==> config.mk <==
export PLATFORM = sky130hd
export DESIGN_NAME = chx_pkt_buf
export DESIGN_NICKNAME = d
export VERILOG_FILES = /design/src/rtl/chx_pkt_buf.sv
export SDC_FILE = /design/constraint.sdc
export NUM_CORES = 1
export LEC_CHECK = 0
export ABC_AREA = 1
export BUFFER_PORTS_ARGS = -buffer_cell sky130_fd_sc_hd__buf_4
export CORE_MARGIN = 2
export CORE_UTILIZATION = 45
export CTS_BUF_LIST = sky130_fd_sc_hd__clkbuf_2 sky130_fd_sc_hd__clkbuf_4 sky130_fd_sc_hd__clkbuf_8
export DETAILED_ROUTE_END_ITERATION = 10
export GPL_TIMING_DRIVEN = 0
export PLACE_DENSITY = 0.61
export REMOVE_ABC_BUFFERS = 1
export SYNTH_ARGS = -nofsm -noshare
export SYNTH_HDL_FRONTEND = slang
export SYNTH_SLANG_ARGS = --single-unit
==> constraint.sdc <==
create_clock -name clk -period 4.3 [get_ports clk]
set_input_delay 0.215 -clock clk [delete_from_list [all_inputs] [get_ports clk]]
set_output_delay 0.215 -clock clk [all_outputs]
set_load 0.02 [all_outputs]
==> src/rtl/chx_pkt_buf.sv <==
// Store-and-forward packet buffer: bytes go into a FIFO and only whole committed packets are replayed.
// Define CHX_PKT_BUF_STAT_EN to implement the drop_cnt/err_cnt counters; otherwise both read as 0.
module chx_pkt_buf #(
  parameter int unsigned DEPTH     = 64,
  parameter int unsigned PKT_DEPTH = 8
) (
  input  logic        clk,
  input  logic        rst,
  input  logic [7:0]  in_data,
  input  logic        in_sop,
  input  logic        in_eop,
  input  logic        in_qos,
  input  logic        in_vld,
  input  logic [2:0]  in_id,
  output logic [7:0]  out_data,
  output logic        out_sop,
  output logic        out_eop,
  output logic        out_qos,
  output logic [2:0]  out_id,
  output logic        out_vld,
  input  logic        out_rdy,
  output logic [15:0] drop_cnt,
  output logic [15:0] err_cnt
);
  localparam int unsigned LW = $clog2(DEPTH) + 1;
  localparam int unsigned AW = LW - 1;
  localparam int unsigned PW = $clog2(PKT_DEPTH) + 1;
  localparam int unsigned DW = 3 + 1 + LW;

  localparam logic [1:0] WR_IDLE = 2'd0;
  localparam logic [1:0] WR_RECV = 2'd1;
  localparam logic [1:0] WR_DROP = 2'd2;
  localparam logic [0:0] RD_IDLE = 1'b0;
  localparam logic [0:0] RD_SEND = 1'b1;

  logic [7:0]    mem [DEPTH];
  logic [DW-1:0] desc_mem [PKT_DEPTH];

  logic [1:0]    wr_st_q, wr_st_d;
  logic [LW-1:0] wr_ptr_q, wr_ptr_d, wr_cmt_q, wr_cmt_d, len_q, len_d;
  logic [2:0]    wid_q, wid_d;
  logic          wqos_q, wqos_d;
  logic [PW-1:0] dwp_q, drp_q;
  logic [0:0]    rd_st_q, rd_st_d;
  logic [LW-1:0] rd_ptr_q, rd_ptr_d, rem_q, rem_d;
  logic [2:0]    rid_q, rid_d;
  logic          rqos_q, rqos_d, first_q, first_d;
  logic          push, pop, mem_we, drop_inc, err_inc, sop_case;
  logic [AW-1:0] mem_waddr;
  logic [LW-1:0] base;
  logic          desc_full, desc_empty, byte_full;
  logic [DW-1:0] desc_rdata;

  assign desc_empty = (dwp_q == drp_q);
  assign desc_full  = ((dwp_q - drp_q) == PW'(PKT_DEPTH));
  assign byte_full  = ((wr_ptr_q - rd_ptr_q) == LW'(DEPTH));
  assign desc_rdata = desc_mem[drp_q[PW-2:0]];

  always_comb begin
    wr_st_d   = wr_st_q;
    wr_ptr_d  = wr_ptr_q;
    wr_cmt_d  = wr_cmt_q;
    len_d     = len_q;
    wid_d     = wid_q;
    wqos_d    = wqos_q;
    mem_we    = 1'b0;
    mem_waddr = wr_ptr_q[AW-1:0];
    push      = 1'b0;
    drop_inc  = 1'b0;
    err_inc   = 1'b0;
    sop_case  = 1'b0;
    base      = wr_ptr_q;
    if (in_vld) begin
      case (wr_st_q)
        WR_IDLE: begin
          if (in_sop) sop_case = 1'b1;
          else        err_inc  = 1'b1;
        end
        WR_RECV: begin
          if (in_sop) begin
            // Missing eop: discard the open packet, then treat this beat as a fresh start.
            err_inc  = 1'b1;
            base     = wr_cmt_q;
            sop_case = 1'b1;
          end else if (byte_full) begin
            wr_ptr_d = wr_cmt_q;
            drop_inc = 1'b1;
            wr_st_d  = in_eop ? WR_IDLE : WR_DROP;
          end else begin
            mem_we   = 1'b1;
            wr_ptr_d = wr_ptr_q + LW'(1);
            len_d    = len_q + LW'(1);
            if (in_eop) begin
              push     = 1'b1;
              wr_cmt_d = wr_ptr_q + LW'(1);
              wr_st_d  = WR_IDLE;
            end
          end
        end
        WR_DROP: begin
          if (in_sop) begin
            err_inc  = 1'b1;
            sop_case = 1'b1;
          end else if (in_eop) begin
            wr_st_d = WR_IDLE;
          end
        end
        default: wr_st_d = WR_IDLE;
      endcase
      if (sop_case) begin
        wr_ptr_d = base;
        // A full byte FIFO at sop also drops, so unread data is never overwritten.
        if (desc_full || ((base - rd_ptr_q) == LW'(DEPTH))) begin
          drop_inc = 1'b1;
          wr_st_d  = in_eop ? WR_IDLE : WR_DROP;
        end else begin
          mem_we    = 1'b1;
          mem_waddr = base[AW-1:0];
          wr_ptr_d  = base + LW'(1);
          len_d     = LW'(1);
          wid_d     = in_id;
          wqos_d    = in_qos;
          wr_st_d   = WR_RECV;
          if (in_eop) begin
            push     = 1'b1;
            wr_cmt_d = base + LW'(1);
            wr_st_d  = WR_IDLE;
          end
        end
      end
    end
  end

  always_comb begin
    rd_st_d  = rd_st_q;
    rd_ptr_d = rd_ptr_q;
    rem_d    = rem_q;
    rid_d    = rid_q;
    rqos_d   = rqos_q;
    first_d  = first_q;
    pop      = 1'b0;
    case (rd_st_q)
      RD_IDLE: pop = !desc_empty;
      default: begin
        if (out_rdy) begin
          rd_ptr_d = rd_ptr_q + LW'(1);
          rem_d    = rem_q - LW'(1);
          first_d  = 1'b0;
          if (rem_q == LW'(1)) begin
            pop = !desc_empty;
            if (desc_empty) rd_st_d = RD_IDLE;
          end
        end
      end
    endcase
    if (pop) begin
      rd_st_d = RD_SEND;
      rem_d   = desc_rdata[LW-1:0];
      rqos_d  = desc_rdata[LW];
      rid_d   = desc_rdata[LW+3:LW+1];
      first_d = 1'b1;
    end
  end

  always_ff @(posedge clk) begin
    if (mem_we) mem[mem_waddr] <= in_data;
    if (push)   desc_mem[dwp_q[PW-2:0]] <= {wid_d, wqos_d, len_d};
  end

  always_ff @(posedge clk) begin
    if (rst) begin
      wr_st_q  <= WR_IDLE;
      wr_ptr_q <= '0;
      wr_cmt_q <= '0;
      len_q    <= '0;
      wid_q    <= '0;
      wqos_q   <= 1'b0;
      dwp_q    <= '0;
      drp_q    <= '0;
      rd_st_q  <= RD_IDLE;
      rd_ptr_q <= '0;
      rem_q    <= '0;
      rid_q    <= '0;
      rqos_q   <= 1'b0;
      first_q  <= 1'b0;
    end else begin
      wr_st_q  <= wr_st_d;
      wr_ptr_q <= wr_ptr_d;
      wr_cmt_q <= wr_cmt_d;
      len_q    <= len_d;
      wid_q    <= wid_d;
      wqos_q   <= wqos_d;
      dwp_q    <= dwp_q + PW'(push);
      drp_q    <= drp_q + PW'(pop);
      rd_st_q  <= rd_st_d;
      rd_ptr_q <= rd_ptr_d;
      rem_q    <= rem_d;
      rid_q    <= rid_d;
      rqos_q   <= rqos_d;
      first_q  <= first_d;
    end
  end

  assign out_vld  = (rd_st_q == RD_SEND);
  assign out_data = out_vld ? mem[rd_ptr_q[AW-1:0]] : 8'h00;
  assign out_sop  = out_vld & first_q;
  assign out_eop  = out_vld & (rem_q == LW'(1));
  assign out_qos  = out_vld & rqos_q;
  assign out_id   = out_vld ? rid_q : 3'd0;

`ifdef CHX_PKT_BUF_STAT_EN
  logic [15:0] drop_q, err_q;

  always_ff @(posedge clk) begin
    if (rst) begin
      drop_q <= '0;
      err_q  <= '0;
    end else begin
      if (drop_inc && (drop_q != 16'hFFFF)) drop_q <= drop_q + 16'd1;
      if (err_inc && (err_q != 16'hFFFF))   err_q  <= err_q + 16'd1;
    end
  end

  assign drop_cnt = drop_q;
  assign err_cnt  = err_q;
`else
  logic unused_stat;
  assign unused_stat = drop_inc ^ err_inc;
  assign drop_cnt    = '0;
  assign err_cnt     = '0;
`endif

endmodule

# ---- Word level (Yosys, flattened, before mapping)
# Memory sizes are Yosys's and may differ from the RTL's. A register that Yosys moved wholly into a read port is not among the register bits.
# Cells that the tools add are included.
dict set report totals {
  regBits 55
  latch_bits 0
  ramBits 600
  rom_bits 0
  in_bits 18
  output_inout_bits 47
  elab_cells 130
  mem_count 2
}
# name depth width read_ports rd_ports_with_merged_regs write_ports line
set memory_table {}
lappend memory_table {mem 64 8 1 1 1 36} ;# logic [7:0] mem [DEPTH];
lappend memory_table {desc_mem 8 11 1 1 1 37} ;# logic [DW-1:0] desc_mem [PKT_DEPTH];
dict set report classes {
  add_sub_neg 10
  n_mul 0
  n_div 0
  magnitude_cmp 0
  n_eq_ne 11
  n_shift 0
  muxes 79
  bitwise 3
  reduce_logical 11
}
# op count
set ops {}
lappend ops {{$mux 7} 24}
lappend ops {{$mux 1} 36}
lappend ops {{$mux 6} 5}
lappend ops {{$add 7x1->7 const B} 4}
lappend ops {{$mux 3} 5}
lappend ops {{$eq 7x7->1 const B} 2}
lappend ops {{$mux 2} 7}
lappend ops {{$sub 7x7->7} 2}
lappend ops {{$add 4x1->4} 2}
lappend ops {{$mux 8} 1}
lappend ops {{$eq 7x1->1 const B} 1}
lappend ops {{$sub 7x1->7 const B} 1}
lappend ops {{$ne 3x3->1 const B} 2}
lappend ops {{$pmux 2 s3} 1}
lappend ops {{$reduce_bool 2->1} 3}
lappend ops {{$eq 4x4->1} 1}
lappend ops {{$eq 4x4->1 const B} 1}
lappend ops {{$reduce_and 2->1} 2}
lappend ops {{$reduce_and 4->1} 1}
lappend ops {{$sub 4x4->4} 1}
lappend ops {{$and 1x1->1} 3}
lappend ops {{$reduce_and 3->1} 1}
lappend ops {{$reduce_or 3->1} 1}
lappend ops {{$eq 2x1->1 const B} 1}
lappend ops {{other kinds (6)} 6}

# ---- Depth between registers and ports, before layout
# Gate-level depths: netlist (run 1).
dict set report depth {
  depth_word 11
  mapped_depth 26
  ltp_nobuf 24
}

# ---- Worst setup path after synthesis (run 1)
# Ideal clock, no wire load.
dict set report synth_timing {
  path_kind {register -> register}
  start {register wr_st_q[1]}
  end {memory desc_mem[0][0] (netlist name), enable pin}
  setup_time_ns 0.378
  arrival_time_ns 3.388
  required_ns 3.922
  slack_ns 0.534
  path_stages_with_launch 23
  path_buffers 2
  synth_period_minus_slack_ns 3.766
  path_cell_list {dfxtp_1 -> inv_1 -> ha_1 -> nand2_1 -> buf_2 -> nand2_1 -> o21ai_0 -> inv_1 -> ha_1 -> nand2_1 -> inv_1 -> nand2_1 -> and2_1 -> nand3_1 -> nand2_1 -> nand3_2 -> nand4_2 -> buf_6 -> nand2_4 -> inv_1 -> nor2_2 -> nand2_1 -> nor2_1}
}
dict set report synth_via {
  elab_chain_len 11
  elab_cells_between_ends 18
  classes_between {add/sub: 1; eq/ne: 3; mux: 11; reduce/logical: 3}
}
# element line
set synth_lines {}
lappend synth_lines {{from (decl)} 39} ;# logic [1:0] wr_st_q, wr_st_d;
lappend synth_lines {{from (signal assigned)} 187} ;# wr_st_q <= wr_st_d;
lappend synth_lines {{$eq 2x1->1} 74} ;# case (wr_st_q)
lappend synth_lines {{$mux 7} 74}
lappend synth_lines {{$mux 7} 73} ;# if (in_vld) begin
lappend synth_lines {{$sub 7x7->7} 113} ;# if (desc_full || ((base - rd_ptr_q) == LW'(DEPTH))) begin
lappend synth_lines {{$eq 7x7->1} 113}
lappend synth_lines {{$logic_or 1x1->1} 113}
lappend synth_lines {{$mux 1} 113}
lappend synth_lines {{$mux 1 *} 110} ;# if (sop_case) begin
lappend synth_lines {{$mux 1 *} 73}
lappend synth_lines {{$mux 1 *} 167} ;# if (push) desc_mem[dwp_q[PW-2:0]] <= {wid_d, wqos_d, len_d};
lappend synth_lines {{$mux 1 (not written as such) *} 167}
lappend synth_lines {{to (decl)} 37}
# Mark *: on every way between the ends. The rest lies on a longest branch, timed or not. The select of a mux whose other input is x is not followed.

# ---- Worst setup path after layout (run 1)
dict set report layout_timing {
  start {register wr_st_q[1]}
  end {memory mem[34][6], enable pin}
}
dict set report layout_via {
  elab_chain_len 11
  elab_cells_between_ends 20
  classes_between {add/sub: 1; eq/ne: 3; mux: 13; reduce/logical: 3}
}
# element line
set layout_lines {}
lappend layout_lines {{$eq 2x1->1} 74}
lappend layout_lines {{$mux 7} 74}
lappend layout_lines {{$mux 7} 73}
lappend layout_lines {{$sub 7x7->7} 113}
lappend layout_lines {{$eq 7x7->1} 113}
lappend layout_lines {{$logic_or 1x1->1} 113}
lappend layout_lines {{$mux 1} 113}
lappend layout_lines {{$mux 1} 110}
lappend layout_lines {{$mux 1} 73}
lappend layout_lines {{$mux 1} 166} ;# if (mem_we) mem[mem_waddr] <= in_data;
lappend layout_lines {{$mux 1 (not written as such)} 166}
lappend layout_lines {{to (decl)} 36}
# Parallel ways exist; a longest one is shown, timed or not. The select of a mux whose other input is x is not followed.

==> results.md, run 1 <==
* TritonRoute pass-1 iters at 5
* Max Clk Rate at 243 MHz
* Commonest cells in the netlist: edfxtp_1 (600), nor2_1 (442), o21ai_0 (350)
* Core Area at 61800 µm²
* Synth top area share at 63.8%
* Slowest cell on the critical path: ha_1
* Row cnt at 91
* CP endpoint kind: flip-flop
* I/O Buffers at 32
* Die footprint at 64800 µm²
* CP Data Required Time at 4.69 ns
* Max stage delay on crit path at 0.37 ns
* Hold Path Stages at 1
* CP Max Fanout at 14
* Tot GR Track Use at 23.1%
* Syn_area_per_cell at 11.4 µm²
* Startpoint Class: flip-flop
* Run status: completed
* Gr ovfl total at 0
* Placed insts at 3216
* HP Start: in_data[4]
* Routed Antenna Nets at 0
* Top-count cell post-synth: edfxtp_1
* Hold_ws at 0.0799 ns
* Global placer's final weighted congestion at 0.866
* Unique masters post-synth at 41
* Vias in the first global route at 19300
* H-tree Lvls at 3
* Final Cycle Share at 95.9%
* Die width at 255 µm
* Initial antenna violation count at 1
* Cell Chain, Critical Path: inv_1, ha_2, nand2_8, o21ai_2, inv_1, ha_1, nand2_1, inv_1, nand2_1, and2_1, nand3_1, nand2_1, nand3_2, nand4_4, buf_4, o21ai_1, and2_2, nand2_4, nor2_4, buf_4
* IR drop worst, VDD at 0.000241 V
* Clock Sinks at 661
* Reg2reg end: mem[34][6]
* Clk buf depth at 3
* Post-detailed-route via-to-cell ratio at 5.69
* Share of cells above drive strength 1 at 16.1%
* LEAKAGE at 0.0115 µW
* Clock skew at 0.0449 ns
* Final worst setup slack at 0.177 ns
* Clk_lat worst skew at 0.73 ns
* Largest net degree at the start of global routing at 149
* Largest cells by area after synthesis: edfxtp_1 (64%), o21ai_0 (6.2%), nor2_1 (5.9%), dfxtp_1 (4.3%), o221ai_1 (2.9%)
* Hold worst-path end: mem[0][4]
* Hpwl dp at 40800 µm
* Endpoints failing hold at 0
* Area grow syn2layout at 18.6%
* Slew Limit Fails at 0
* Max_cap viols at 0
* Final TNS setup at 0 ns
* Slew @ Worst Pin at 1.17 ns
* Worst min path class: input port to flip-flop
* FILL cells at 5105
* Clock slew at reported path FFs at 0.07 ns
* Mapped cell area at 28200 µm²
* Initial Utilization at 45.7%
* Register-to-Register Setup Slack at 0.18 ns
* Initial drt markers at 1957
* Critical path type: flip-flop to flip-flop
* Final setup vio count at 0
* Top FF cell, synth: edfxtp_1
* Wirelength per Cell at 21.5 µm
* CTS tree: done
* Pre-CTS setup slack at -1.67 ns
* Synthesized flop and latch total at 661
* Die height at 255 µm
* First-pass GRT wire length at 113000 µm
* Cell taking the most area after synthesis: edfxtp_1
* FFs w/ async S/R, synth at 0%
* Root buf cell: clkbuf_8
* Via count at 19900
* FF-to-FF Start: wr_st_q[1]
* Synth Instances at 2480
* Worst path arrival time at 4.51 ns
* Post-route minimum period at 4.12 ns
* Final cell count without fillers at 3501
* Final #Nets at 2631
* R2R depth at 20
* PwrDens at 486 nW/µm²
* Num CTS Buffers at 106
* CP delay by family, top: simple AND/OR/NAND/NOR gates
* Number of flops mapped to enable cells by yosys at 600
* Routed wire length at 75300 µm
* Ports at 65
* DRC Markers at 0
* Slew margin rel. at 21.3%
* Synth Warn # at 0
* CP bufs+invs at 5
* Post-synthesis sequential area ratio at 68.1%
cell type report:
type	count	area, µm²	area share, %
inverters	131	522	1.56
clock inverters	38	262	0.780
multi-input cells	1548	8670	25.9
repair inverters	1	5.00	0.0149
clock buffers	150	1830	5.47
well taps	837	1050	3.13
flip-flops and latches	661	19300	57.5
diodes	1	2.50	0.00747
repair buffers	134	1900	5.68
layout by cell type, fill, tap and decap left out, types with 32 or more instances in the layout:
master      n
o21ai_0   347
nand3_1   130
nor2_4     74
nor2_1    367
edfxtp_1  600
o22ai_1    56
o221ai_1   94
buf_4      56
buf_12     58
clkbuf_8  113
dfxtp_1    54
conb_1     32
clkbuf_4   37
inv_1     118
nand2_1   209
a21oi_1    62
per-stage QoR:
step                      power (µW)  area (µm²)  util, %
after global routing           17100       33500     54.2
after global placement         10600       28900     46.7
final                          16300       33500     54.2
after floorplan                 9600       27600        -
after CTS                      16200       33100     53.5
after detailed placement       10700       29100     47.1
per-layer routing:
metal  share of wire, %  wire, µm  global-route usage, %  up-vias
met2                 47     35400                   37.1      807
li1                   -         -                      -     9155
met1                 42     31900                   31.2     9779
met5                  0         0                      0        -
met4                3.5      2670                   9.70        0
met3                7.0      5290                   3.87      175
logic make-up after synthesis:
group	Yosys count	share of synthesized area, %
AO/OA/AOI/OAI	613	12.7
XOR/XNOR	29	0.899
adder cells (fa/ha/maj)	30	1.33
buffers and inverters	303	4.51
flip-flops	661	68.1
other	1	0.0133
AND/OR/NAND/NOR	843	12.4
power by group:
group	switching, µW	internal [µW]	leakage, µW
clock network	2470	2910	0.00111
registers	229	7190	0.00592
logic	2410	1080	0.00444
total	5100	11200	0.0115
registers in the layout, indices dropped and copies added, names as in the netlist, named ones only:
signal    flops
out_vld       1
rid_q         3
wr_cmt_q      7
mem         512
first_q       1
rqos_q        1
desc_mem     88
dwp_q         4
rem_q         7
rd_ptr_q      7
wr_ptr_q      7
wqos_q        1
drp_q         4
wid_q         3
len_q         7
wr_st_q       2
what timing repair did:
item | in CTS | in global routing
resized for setup | 181 | 28
pin swaps | 53 | 17
hold buffers | 13 | 0
setup endpoints to repair | 654 | 608
gates cloned | 2 | 1
endpoints found under the hold margin | 49 | 0
setup buffers | 64 | 16
worst max-delay path by stage:
| stage | depth (start not counted) | slack, ns | start | to |
|---|---|---|---|---|
| floorplan | 9 | -6.06 | flip-flop | out_data[7] |
| global placement | 8 | -16.76 | flip-flop | out_data[2] |
| detailed placement | 13 | -1.67 | drp_q[1] | desc_mem[6][7] |
| CTS | 10 | 0.03 | flip-flop | out_data[1] |
| global route | 21 | -0.01 | wr_st_q[1] | mem[0][2] |
| finish | 20 | 0.18 | wr_st_q[1] | mem[34][6] |
Power figures use the tool's default switching activity.
==> run 2: changes to the inputs <==
ABC_AREA = not set   (was 1)
==> run 2 against run 1 <==
Effect of this change: combinational power shrank 35%; sequential power decreased by 1%; sequential cell count unchanged; first-iteration DRC count is 30% lower; die area shrank 2.0%; synthesized cell count shrank 37%; global-route usage fell by 2.8 points; fmax fell by 1.3%; critical path type unchanged; non-clock buffer count up 6; synthesized area shrank 2.0%.
==> results.md, run 2 <==
* CP bufs+invs at 3 (-2)
* P_sw at 3880 µW (-24%)
* Number of flops mapped to enable cells by yosys at 600 (unchanged)
* Slowest cell on the critical path: a211o_4
* Vias in the first global route at 14900 (-23%)
* Final #Nets at 1780 (-32%)
* Wirelength per Cell at 24.7 µm (+15%)
* Cell Chain, Critical Path: inv_1, ha_4, nand2_8, mux2_4, ha_1, nand2b_1, a21oi_1, or3_4, a211o_4, o21ai_4, buf_12, mux2_2, o21bai_4, nor2_4, buf_12
* Synth Warn # at 0 (unchanged)
* Most common cell after layout, fill and taps aside: edfxtp_1
* Gr ovfl total at 0 (unchanged)
* CTS tree: done
* Slew Limit Fails at 0 (unchanged)
* Register share of total power at 48.2% (+2.7 points)
* Core Area at 60600 µm² (-2.0%)
* Worst path arrival time at 4.57 ns (+0.06 ns)
* Area grow syn2layout at 19.4%
* Routed wire length at 64200 µm (-15%)
* Worst min path class: input port to flip-flop
* Final TNS setup at 0 ns (unchanged)
* # diodes at 0 (-1)
* PwrDens at 460 nW/µm² (-5.4%)
* FFs w/ async S/R, synth at 0% (unchanged)
* Endpoints failing hold at 0 (unchanged)
* Root buf cell: clkbuf_8
* Clk buf depth at 3 (unchanged)
* CP delay by family, top: compound AO/OA/AOI/OAI gates
* Cell taking the most area after synthesis: edfxtp_1
* Share of cells above drive strength 1 at 35.3% (+19 points)
* Die footprint at 63500 µm² (-2.0%)
* Die width at 252 µm (-0.98%)
* Post-detailed-route via-to-cell ratio at 5.71 (+0.33%)
* Hpwl dp at 37700 µm (-7.7%)
* Largest net degree at the start of global routing at 65 (-56%)
* Reg with most FFs: mem
* Commonest cells after routing, fill and taps aside: edfxtp_1 (600), mux4_2 (190), clkbuf_8 (123), nand2_1 (82), buf_4 (78)
* Register-to-Register Setup Slack at 0.12 ns (-0.05 ns)
* Max FFs per register at 512 (unchanged)
* Commonest cells in the netlist: edfxtp_1 (600), mux4_2 (190), nor2_1 (124)
* Max_cap viols at 0 (unchanged)
* LEAKAGE at 0.0105 µW (-8.5%)
* Unique masters post-synth at 69 (+68%)
* Overall power at 15200 µW (-6.7%)
* Startpoint Class: flip-flop
* Global placer's final weighted congestion at 0.853 (-1.5%)
* Via count at 14800 (-25%)
* Internal Power at 11300 µW (+1.2%)
* Slew margin rel. at 27.0% (+5.7 points)
* Synthesized flop and latch total at 661 (unchanged)
* Largest cells by area after synthesis: edfxtp_1 (65%), mux4_2 (15%), dfxtp_1 (4.4%), nor2_1 (1.7%), ha_1 (1.4%)
* Routed Antenna Nets at 0 (unchanged)
* Post-route minimum period at 4.18 ns (+0.0535 ns)
* First-pass GRT wire length at 94300 µm (-17%)
* H-tree Lvls at 3 (unchanged)
* Post-synthesis sequential area ratio at 69.5% (+1.4 points)
* Top FF cell, synth: edfxtp_1
* I/O Buffers at 32 (unchanged)
* Initial Utilization at 45.7% (about the same)
* Top-count cell post-synth: edfxtp_1
* Run status: completed
* Clk_lat worst skew at 0.72 ns (about the same)
* Clock skew at 0.0386 ns (-0.00627 ns)
* FILL cells at 4727 (-7.4%)
* Switching Fraction at 25.5% (-5.8 points)
* Clock Sinks at 661 (unchanged)
* Num CTS Buffers at 106 (unchanged)
* Tot GR Track Use at 20.3% (-2.8 points)
* TritonRoute pass-1 iters at 5 (unchanged)
* Crit-path most repeated cell: buf_12
* Initial drt markers at 1372 (-30%)
* CP Data Required Time at 4.69 ns (about the same)
* Clock Power Share at 36.9% (+3.9 points)
* Multi-input logic area at 8740 µm² (+0.79%)
* CP endpoint kind: flip-flop
* Max stage delay on crit path at 0.41 ns (+0.04 ns)
* FF/Latch Area at 19300 µm² (about the same)
* Syn_area_per_cell at 17.8 µm² (+56%)
* IR drop worst, VDD at 0.000277 V (+15%)
* Synth Instances at 1557 (-37%)
* Max Clk Rate at 239 MHz (-1.3%)
* Final setup vio count at 0 (unchanged)
* DRC Markers at 0 (unchanged)
* Clock slew at reported path FFs at 0.06 ns (about the same)
* Mapped cell area at 27700 µm² (-2.0%)
* Row cnt at 90 (-1.1%)
* Synth top area share at 65.1% (+1.3 points)
* Layout Utilization at 54.5% (+0.35 points)
* Combinational power share at 14.9% (-6.5 points)
* Final Cycle Share at 97.1% (+1.2 points)
* CP Max Fanout at 8 (-6)
* Slew @ Worst Pin at 1.07 ns (-0.109 ns)
* Die height at 252 µm (-0.98%)
* Initial antenna violation count at 1 (unchanged)
* Critical path type: flip-flop to flip-flop
* Ports at 65 (unchanged)
==> run 2: cell count changes after synthesis, moves of 29 or more <==
cell | previous run | this run
nand3_1 | 132 | 25
a21oi_1 | 62 | 33
nor2_1 | 442 | 124
inv_1 | 125 | 24
nand2_1 | 218 | 94
mux4_2 | 0 | 190
o21ai_0 | 350 | 25
o221ai_1 | 94 | 2
o22ai_1 | 56 | 3
clkbuf_1 | 123 | 49
==> run 2: path summary, 6_finish.rpt <==
kind / end / depth (start not counted) / startpoint
hold / removal: mem[21][3] / 1 / in_data[3]
hold reg to reg: first_q / 2 / first_q
setup reg to reg: mem[43][3] / 15 / wr_st_q[1]
setup / recovery: mem[43][3] / 15 / wr_st_q[1]
==> run 2: per-layer routing <==
layer / global-route usage [%] / up-vias / wire, µm
met5: 0 / - / 13
met2: 33.5 / 478 / 31800
li1: - / 6551 / -
met1: 27.2 / 7696 / 26700
met3: 4.73 / 118 / 4240
met4: 5.75 / 2 / 1510
==> run 2: worst register-to-register path, delay by kind of cell, from the launching register on <==
kind                     cells  cell delay [ns]
buffers and inverters        3             0.39
adder cells (fa/ha/maj)      2             0.53
AND/OR/NAND/NOR              4             0.80
flip-flops                   1             0.37
AO/OA/AOI/OAI                4             1.00
multiplexers                 2             0.76
==> run 2: cell families after synthesis <==
kind of cell | Yosys count | synth area share [%]
AOI/OAI and AO/OA | 125 | 3.14
and+or+nand+nor | 358 | 6.03
muxes | 212 | 16.3
adders and majority gates | 30 | 1.36
buffers and inverters | 134 | 2.45
other | 1 | 0.0135
DFF | 661 | 69.5
xor gates and xnor gates | 36 | 1.17
==> run 2: final cells by class <==
cell class | instances | area share (%)
Clock inverter | 31 | 0.765
Multi-Input combinational cell | 797 | 26.5
Tap cell | 782 | 2.96
Clock buffer | 164 | 6.05
Timing Repair Buffer | 140 | 5.20
Sequential cell | 661 | 58.3
Inverter | 26 | 0.295
==> run 2: through the flow <==
stage	area, µm²	hold slack (ns)	instances	worst slack (ns)
2_1_floorplan	27200	0.284	1480	-3.01
3_3_place_gp	28400	0.439	2294	-5.66
3_5_place_dp	28700	0.460	2308	-1.87
4_1_cts	32800	0.0184	2585	-0.0116
5_1_grt	33000	0.0663	2601	-0.00413
6_report	33000	0.0750	2601	0.124
==> run 2: what timing repair did <==
item	in CTS	in global routing
gates resized for setup	179	11
setup buffers	71	15
endpoints found under the hold margin	67	0
endpoints found under the setup margin	708	567
hold buffers	8	0
cloned	3	1
pin swaps	51	10
==> run 2: power by group through the flow <==
| stage | clock (µW) | sequential [µW] | combinational, µW |
|---|---|---|---|
| floorplan | 0 | 7510 | 1420 |
| global placement | 0 | 7650 | 1960 |
| detailed placement | 0 | 7470 | 2030 |
| CTS | 5720 | 7330 | 2210 |
| global route | 6000 | 7350 | 2430 |
| finish | 5600 | 7330 | 2260 |
